### src/rtl/sdrc_bank_fsm_p.sv
// Per-bank SDRAM sequencer: tracks the open row and issues PRE/ACT/RD/WR to the transfer controller.
// b2r_ack and b2x_req are combinational from state; a command is held until x2b_ack (valid-ready style).
module sdrc_bank_fsm_p #(
  parameter int RA_W       = 13,
  parameter int CA_W       = 13,
  parameter int ID_W       = 4,
  parameter int LEN_W      = 7,
  parameter int TW         = 4,
  parameter int PAGE_MODE  = 0,
  parameter int IDLE_CLOSE = 0
) (
  input  logic                                      clk,
  input  logic                                      reset,
  input  logic                                      r2b_req,
  input  logic                                      r2b_start,
  input  logic                                      r2b_last,
  input  logic                                      r2b_wrap,
  input  logic                                      r2b_write,
  input  logic                                      sdr_dma_last,
  input  logic [ID_W-1:0]                           r2b_req_id,
  input  logic [RA_W-1:0]                           r2b_raddr,
  input  logic [CA_W-1:0]                           r2b_caddr,
  input  logic [LEN_W-1:0]                          r2b_len,
  output logic                                      b2r_ack,
  output logic                                      b2x_req,
  output logic                                      b2x_start,
  output logic                                      b2x_last,
  output logic                                      b2x_wrap,
  output logic [ID_W-1:0]                           b2x_id,
  output logic [LEN_W-1:0]                          b2x_len,
  output logic [1:0]                                b2x_cmd,
  output logic [((RA_W > CA_W) ? RA_W : CA_W)-1:0]  b2x_addr,
  input  logic                                      x2b_ack,
  input  logic                                      x2b_refresh,
  input  logic                                      x2b_pre_ok,
  input  logic                                      x2b_act_ok,
  input  logic                                      x2b_rdok,
  input  logic                                      x2b_wrok,
  input  logic                                      xfr_ok,
  input  logic [TW-1:0]                             tras_delay,
  input  logic [TW-1:0]                             trp_delay,
  input  logic [TW-1:0]                             trcd_delay,
  output logic                                      tras_ok,
  output logic                                      bank_valid,
  output logic [RA_W-1:0]                           bank_row
);

  localparam int AW   = (RA_W > CA_W) ? RA_W : CA_W;
  localparam int IC_W = (IDLE_CLOSE > 1) ? $clog2(IDLE_CLOSE + 1) : 1;

  localparam logic [1:0] OP_PRE = 2'd0;
  localparam logic [1:0] OP_ACT = 2'd1;
  localparam logic [1:0] OP_RD  = 2'd2;
  localparam logic [1:0] OP_WR  = 2'd3;

  typedef enum logic [2:0] {S_IDLE, S_PRE, S_ACT, S_XFR, S_CLOSE} state_t;

  state_t            state;
  logic [TW-1:0]     timer;
  logic [TW-1:0]     tras_cnt;
  logic [IC_W-1:0]   idle_cnt;
  logic [ID_W-1:0]   l_id;
  logic [RA_W-1:0]   l_raddr;
  logic [CA_W-1:0]   l_caddr;
  logic [LEN_W-1:0]  l_len;
  logic              l_start, l_last, l_wrap, l_write, l_dma_last;

  logic              page_hit, timer_zero, pre_rdy, idle_expire, in_idle;
  logic [AW-1:0]     row_ext, col_ext, pre_addr;

  assign in_idle    = (state == S_IDLE);
  assign page_hit   = bank_valid & (r2b_raddr == bank_row);
  assign timer_zero = (timer == '0);
  assign tras_ok    = (tras_cnt == '0);
  assign pre_rdy    = tras_ok & x2b_pre_ok & timer_zero;
  assign b2r_ack    = in_idle & r2b_req;
  assign idle_expire = (IDLE_CLOSE > 0) && in_idle && !r2b_req && !x2b_refresh && bank_valid
                       && (idle_cnt == IC_W'(IDLE_CLOSE - 1));

  assign row_ext  = AW'(l_raddr);
  assign col_ext  = AW'(l_caddr);
  // A10 low selects a single-bank precharge
  assign pre_addr = row_ext & ~(AW'(1) << 10);

  assign b2x_id    = in_idle ? r2b_req_id : l_id;
  assign b2x_len   = in_idle ? r2b_len    : l_len;
  assign b2x_start = in_idle ? r2b_start  : l_start;
  assign b2x_last  = in_idle ? r2b_last   : l_last;
  assign b2x_wrap  = in_idle ? r2b_wrap   : l_wrap;

  always_comb begin
    b2x_req  = 1'b0;
    b2x_cmd  = OP_PRE;
    b2x_addr = '0;
    case (state)
      S_PRE, S_CLOSE: begin
        b2x_req  = pre_rdy;
        b2x_addr = pre_addr;
      end
      S_ACT: begin
        b2x_req  = timer_zero & x2b_act_ok;
        b2x_cmd  = OP_ACT;
        b2x_addr = row_ext;
      end
      S_XFR: begin
        b2x_req  = timer_zero & xfr_ok & (l_write ? x2b_wrok : x2b_rdok);
        b2x_cmd  = l_write ? OP_WR : OP_RD;
        b2x_addr = col_ext;
      end
      default: ;
    endcase
  end

  always_ff @(posedge clk) begin
    if (reset) begin
      state      <= S_IDLE;
      timer      <= '0;
      tras_cnt   <= '0;
      idle_cnt   <= '0;
      bank_valid <= 1'b0;
      bank_row   <= '0;
      l_id       <= '0;
      l_raddr    <= '0;
      l_caddr    <= '0;
      l_len      <= '0;
      l_start    <= 1'b0;
      l_last     <= 1'b0;
      l_wrap     <= 1'b0;
      l_write    <= 1'b0;
      l_dma_last <= 1'b0;
    end else begin
      if (!timer_zero) timer    <= timer - 1'b1;
      if (!tras_ok)    tras_cnt <= tras_cnt - 1'b1;
      idle_cnt <= '0;
      case (state)
        S_IDLE: begin
          if (r2b_req) begin
            l_id       <= r2b_req_id;
            l_raddr    <= r2b_raddr;
            l_caddr    <= r2b_caddr;
            l_len      <= r2b_len;
            l_start    <= r2b_start;
            l_last     <= r2b_last;
            l_wrap     <= r2b_wrap;
            l_write    <= r2b_write;
            l_dma_last <= sdr_dma_last;
            // refresh closes every row, so the request must re-activate
            if (x2b_refresh)     state <= S_ACT;
            else if (page_hit)   state <= S_XFR;
            else if (bank_valid) state <= S_PRE;
            else                 state <= S_ACT;
          end else if (idle_expire) begin
            state <= S_CLOSE;
          end else if ((IDLE_CLOSE > 0) && bank_valid && !x2b_refresh) begin
            idle_cnt <= idle_cnt + 1'b1;
          end
        end
        S_PRE: begin
          if (x2b_ack) begin
            timer      <= trp_delay;
            bank_valid <= 1'b0;
            state      <= S_ACT;
          end
          if (x2b_refresh) state <= S_ACT;
        end
        S_ACT: begin
          if (x2b_ack) begin
            timer    <= trcd_delay;
            tras_cnt <= tras_delay;
            // an activate crossing a refresh is lost; stay here and reissue it
            if (!x2b_refresh) begin
              bank_valid <= 1'b1;
              bank_row   <= l_raddr;
              state      <= S_XFR;
            end
          end
        end
        S_XFR: begin
          if (x2b_ack)          state <= (l_dma_last || (PAGE_MODE != 0)) ? S_CLOSE : S_IDLE;
          else if (x2b_refresh) state <= S_ACT;
        end
        S_CLOSE: begin
          if (x2b_ack) begin
            timer      <= trp_delay;
            bank_valid <= 1'b0;
            state      <= S_IDLE;
          end else if (x2b_refresh) begin
            state <= S_IDLE;
          end
        end
        default: state <= S_IDLE;
      endcase
      if (x2b_refresh) bank_valid <= 1'b0;
    end
  end

endmodule

### config.mk
export PLATFORM = sky130hd
export DESIGN_NAME = sdrc_bank_fsm_p
export DESIGN_NICKNAME = d
export VERILOG_FILES = /design/src/rtl/sdrc_bank_fsm_p.sv
export SDC_FILE = /design/constraint.sdc
export NUM_CORES = 1
export LEC_CHECK = 0
export BUFFER_PORTS_ARGS = -buffer_cell sky130_fd_sc_hd__buf_2
export CAP_MARGIN = 15
export CORE_ASPECT_RATIO = 0.9
export CORE_UTILIZATION = 30
export DETAILED_ROUTE_END_ITERATION = 10
export HOLD_SLACK_MARGIN = 0.15
export PLACE_DENSITY_LB_ADDON = 0.12
export SYNTH_ARGS = -nofsm -noshare
export SYNTH_HDL_FRONTEND = slang
export SYNTH_SLANG_ARGS = --single-unit
### constraint.sdc
create_clock -name clk -period 1.5 [get_ports clk]
set_input_delay 0.075 -clock clk [delete_from_list [all_inputs] [get_ports clk]]
set_output_delay 0.075 -clock clk [all_outputs]
set_load 0.1 [all_outputs]
==> results.yml <==
setup_path:
  arrival_ns: 1.80
  end_kind: "output pin"
  crit_start: "state[0]"
  worstSetupStartpointType: "flip-flop"
  critPathKind: "reg -> out"
  endpoint: "b2x_req"
  r2r-start: "state[1]"
  rr_worst_depth: 9
  r2r_setup_slack_ns: -0.31
  required_ns: 1.42
  r2r_end: "bank_row[10]"
  path_max_fanout: 6
route:
  drt_iter0_markers: 127
  vias_per_cell: 4.834
  dr.pass1.iters: 6
  antenna_left: 0
  routed-via-count: 3814
  top_layer: "met4"
  routed_wl_um: 12770
  dr_wl_met2_um: 6323
  dr_wl_met3_um: 535
  drc: 0
  met1_length_um: 5777
  avgRoutedWirePerCell_um: 16.19
finish:
  final_cell_area_sq_mm: 0.006907
  multiInputGateArea_sq_mm: 0.002639
  final_cells: 789
  layout-drive-gt1-share_pct: 54.00
  nFillCells: 848
  seqCellArea_sq_mm: 0.001371
  final_cell_mix: "buf_2 (77), nand2_1 (74), dlygate4sd3_1 (54)"
  final_net_count: 699
  syn2layout_area_growth_pct: 103.1
  final_common_cell: "buf_2"
  diodes: 0
  final_util_pct: 63.10
yosys:
  yosys_most_used_dff: "dfxtp_1"
  syn_nets: 494
  synth_cell_type_count: 45
  syn_area_sq_mm: 0.003401
  syn-instance-count: 427
  syn-mean-instance-area_sq_um: 7.964
  yosysSeqAreaShare_pct: 39.44
  async_reset_ff_share_pct: 0
  synth_seq_cells: 67
  synth_edf_count: 0
  yosys_warnings: 0
sta:
  tightest_slew_ns: 0.5428
  setup_violations: 83
  hold_viol_final: 0
  whs_ns: 0.1900
  fmax_mhz: 534.3
  setup_tns_ns: -15.06
  max_slew_margin_pct: 63.82
  fin_crit_sh_pct: 124.8
  finClkSkew_ns: 0.004712
  setup_slack_ns: -0.3715
  period_needed_ns: 1.871
  finalMaxSlewViolations: 0
  rsz0062_at_grt: "yes"
run_status:
  violations: "setup timing"
  status: "complete, but fails checks"
floorplan:
  rows: 36
  fp.dieW_um: 114.2
  core_region_area_sq_mm: 0.01095
  num_io_pins: 110
  die_area_sq_mm: 0.01177
  initial_core_util_pct: 31.07
  dieHeight_um: 103.0
placement:
  io_buffers: 109
  pre_cts_ws_ns: -0.08892
  place_area_sq_mm: 0.005125
  hpwl_um: 7525
  gp_congestion: 0.7621
  dp_cells: 687
clock_tree:
  worstSkewPairLatency_ns: 0.33
  root_buffer: "clkbuf_16"
  cts_buffers: 9
  clk_pin_slew_ns: 0.06
  htree_levels: 3
  clk_path_buf_depth: 2
  cts_tree: "built"
  cts.sinks: 67
power_and_ir_drop:
  p_leak_nw: 2.856
  power-per-cell-area_mw_per_mm2: 1101
  finalPower_mw: 7.606
  ir_drop_v: 0.0007574
min_path:
  hp-class: "in -> reg"
  holdPathStages: 3
  hold_path_startpoint: "trp_delay[2]"
global_routing:
  grtUsageTotal_pct: 19.85
  grt_first_pass_wirelength_um: 17930
  antenna_found_initial: 0
  gr-total-overflow: 0
  grt_pass1_vias: 3579
  grt_max_degree: 45
run:
  drv_cap: 0
[registers in the layout, summed over array words and instances, names as in the netlist]
register    cells
bank_valid      1
l_write         1
state           3
timer           4
l_start         1
l_id            4
l_wrap          1
tras_cnt        4
l_raddr        13
bank_row       13
l_last          1
l_dma_last      1
l_len           7
col_ext        13
[cell type report]
| cell class | instances | share of cell area, % |
|---|---|---|
| clock inverter | 5 | 0.7609 |
| sequential | 67 | 19.86 |
| timing repair buffer | 223 | 34.20 |
| multi-input combinational | 322 | 38.21 |
| tap | 152 | 2.754 |
| clock buffer | 11 | 3.514 |
| inverter | 9 | 0.7065 |
[cells in the mapped netlist (2+ instances only)]
master,count,area (sq um)
nand2_1,101,379.1
dfxtp_1,67,1341
a21oi_1,60,300.3
nor2_1,38,142.6
mux2i_1,23,230.2
o21ai_1,16,80.08
clkbuf_1,15,56.30
mux2_2,12,135.1
xor2_1,12,105.1
buf_2,8,40.04
nor3_1,7,35.03
a22oi_1,6,45.04
inv_1,6,22.52
xnor2_1,6,52.55
buf_4,4,30.03
mux2_1,4,45.04
a222oi_1,3,30.03
ha_1,3,37.54
inv_2,3,11.26
nor2b_1,3,18.77
nor4_1,3,18.77
a211oi_1,2,15.01
a31oi_1,2,12.51
nor3b_2,2,25.02
[worst min-delay path by stage]
| stage | to |
|---|---|
| floorplan | bank_valid |
| global route | bank_row[4] |
| global placement | tras_cnt[0] |
| CTS | timer[2] |
| detailed placement | tras_cnt[2] |
| finish | timer[2] |
[routing by layer]
layer / vias up / GRT usage (%)
met5: - / 0
met4: 0 / 4.995
met3: 9 / 5.173
met2: 94 / 32.87
met1: 1846 / 25.82
li1: 1865 / -
[critical path, stage by stage (launching register included)]
cell and delay (ns):
dfxtp_4 0.36, bufbuf_16 0.27, a21oi_2 0.15, a31oi_2 0.06, a2111oi_4 0.39, buf_12 0.22
[logic make-up (layout without fill, tap and decap cells)]
group,count (synthesis),after routing,synth area share (%)
compound gates,98,98,16.48
xor+xnor,18,18,4.636
fa+ha+maj,3,3,1.104
buf+inv,38,248,5.629
flops,67,67,39.44
mux,39,39,12.07
simple gates,164,164,20.64
[power breakdown]
part	total [mW]	internal [mW]	switching, mW
clock	2.10	1.32	0.779
sequential	2.11	1.96	0.153
combinational	3.39	1.58	1.81
[what timing repair did]
action / in CTS / in global routing
endpoints found under the setup margin: 33 / 83
gates cloned: 2 / 6
endpoints found under the hold margin: 51 / 0
hold buffers: 54 / 0
resized for setup: 32 / 121
setup buffers: 10 / 16
pin swaps: 22 / 60
No activity file was read; power rests on OpenSTA's default activity.
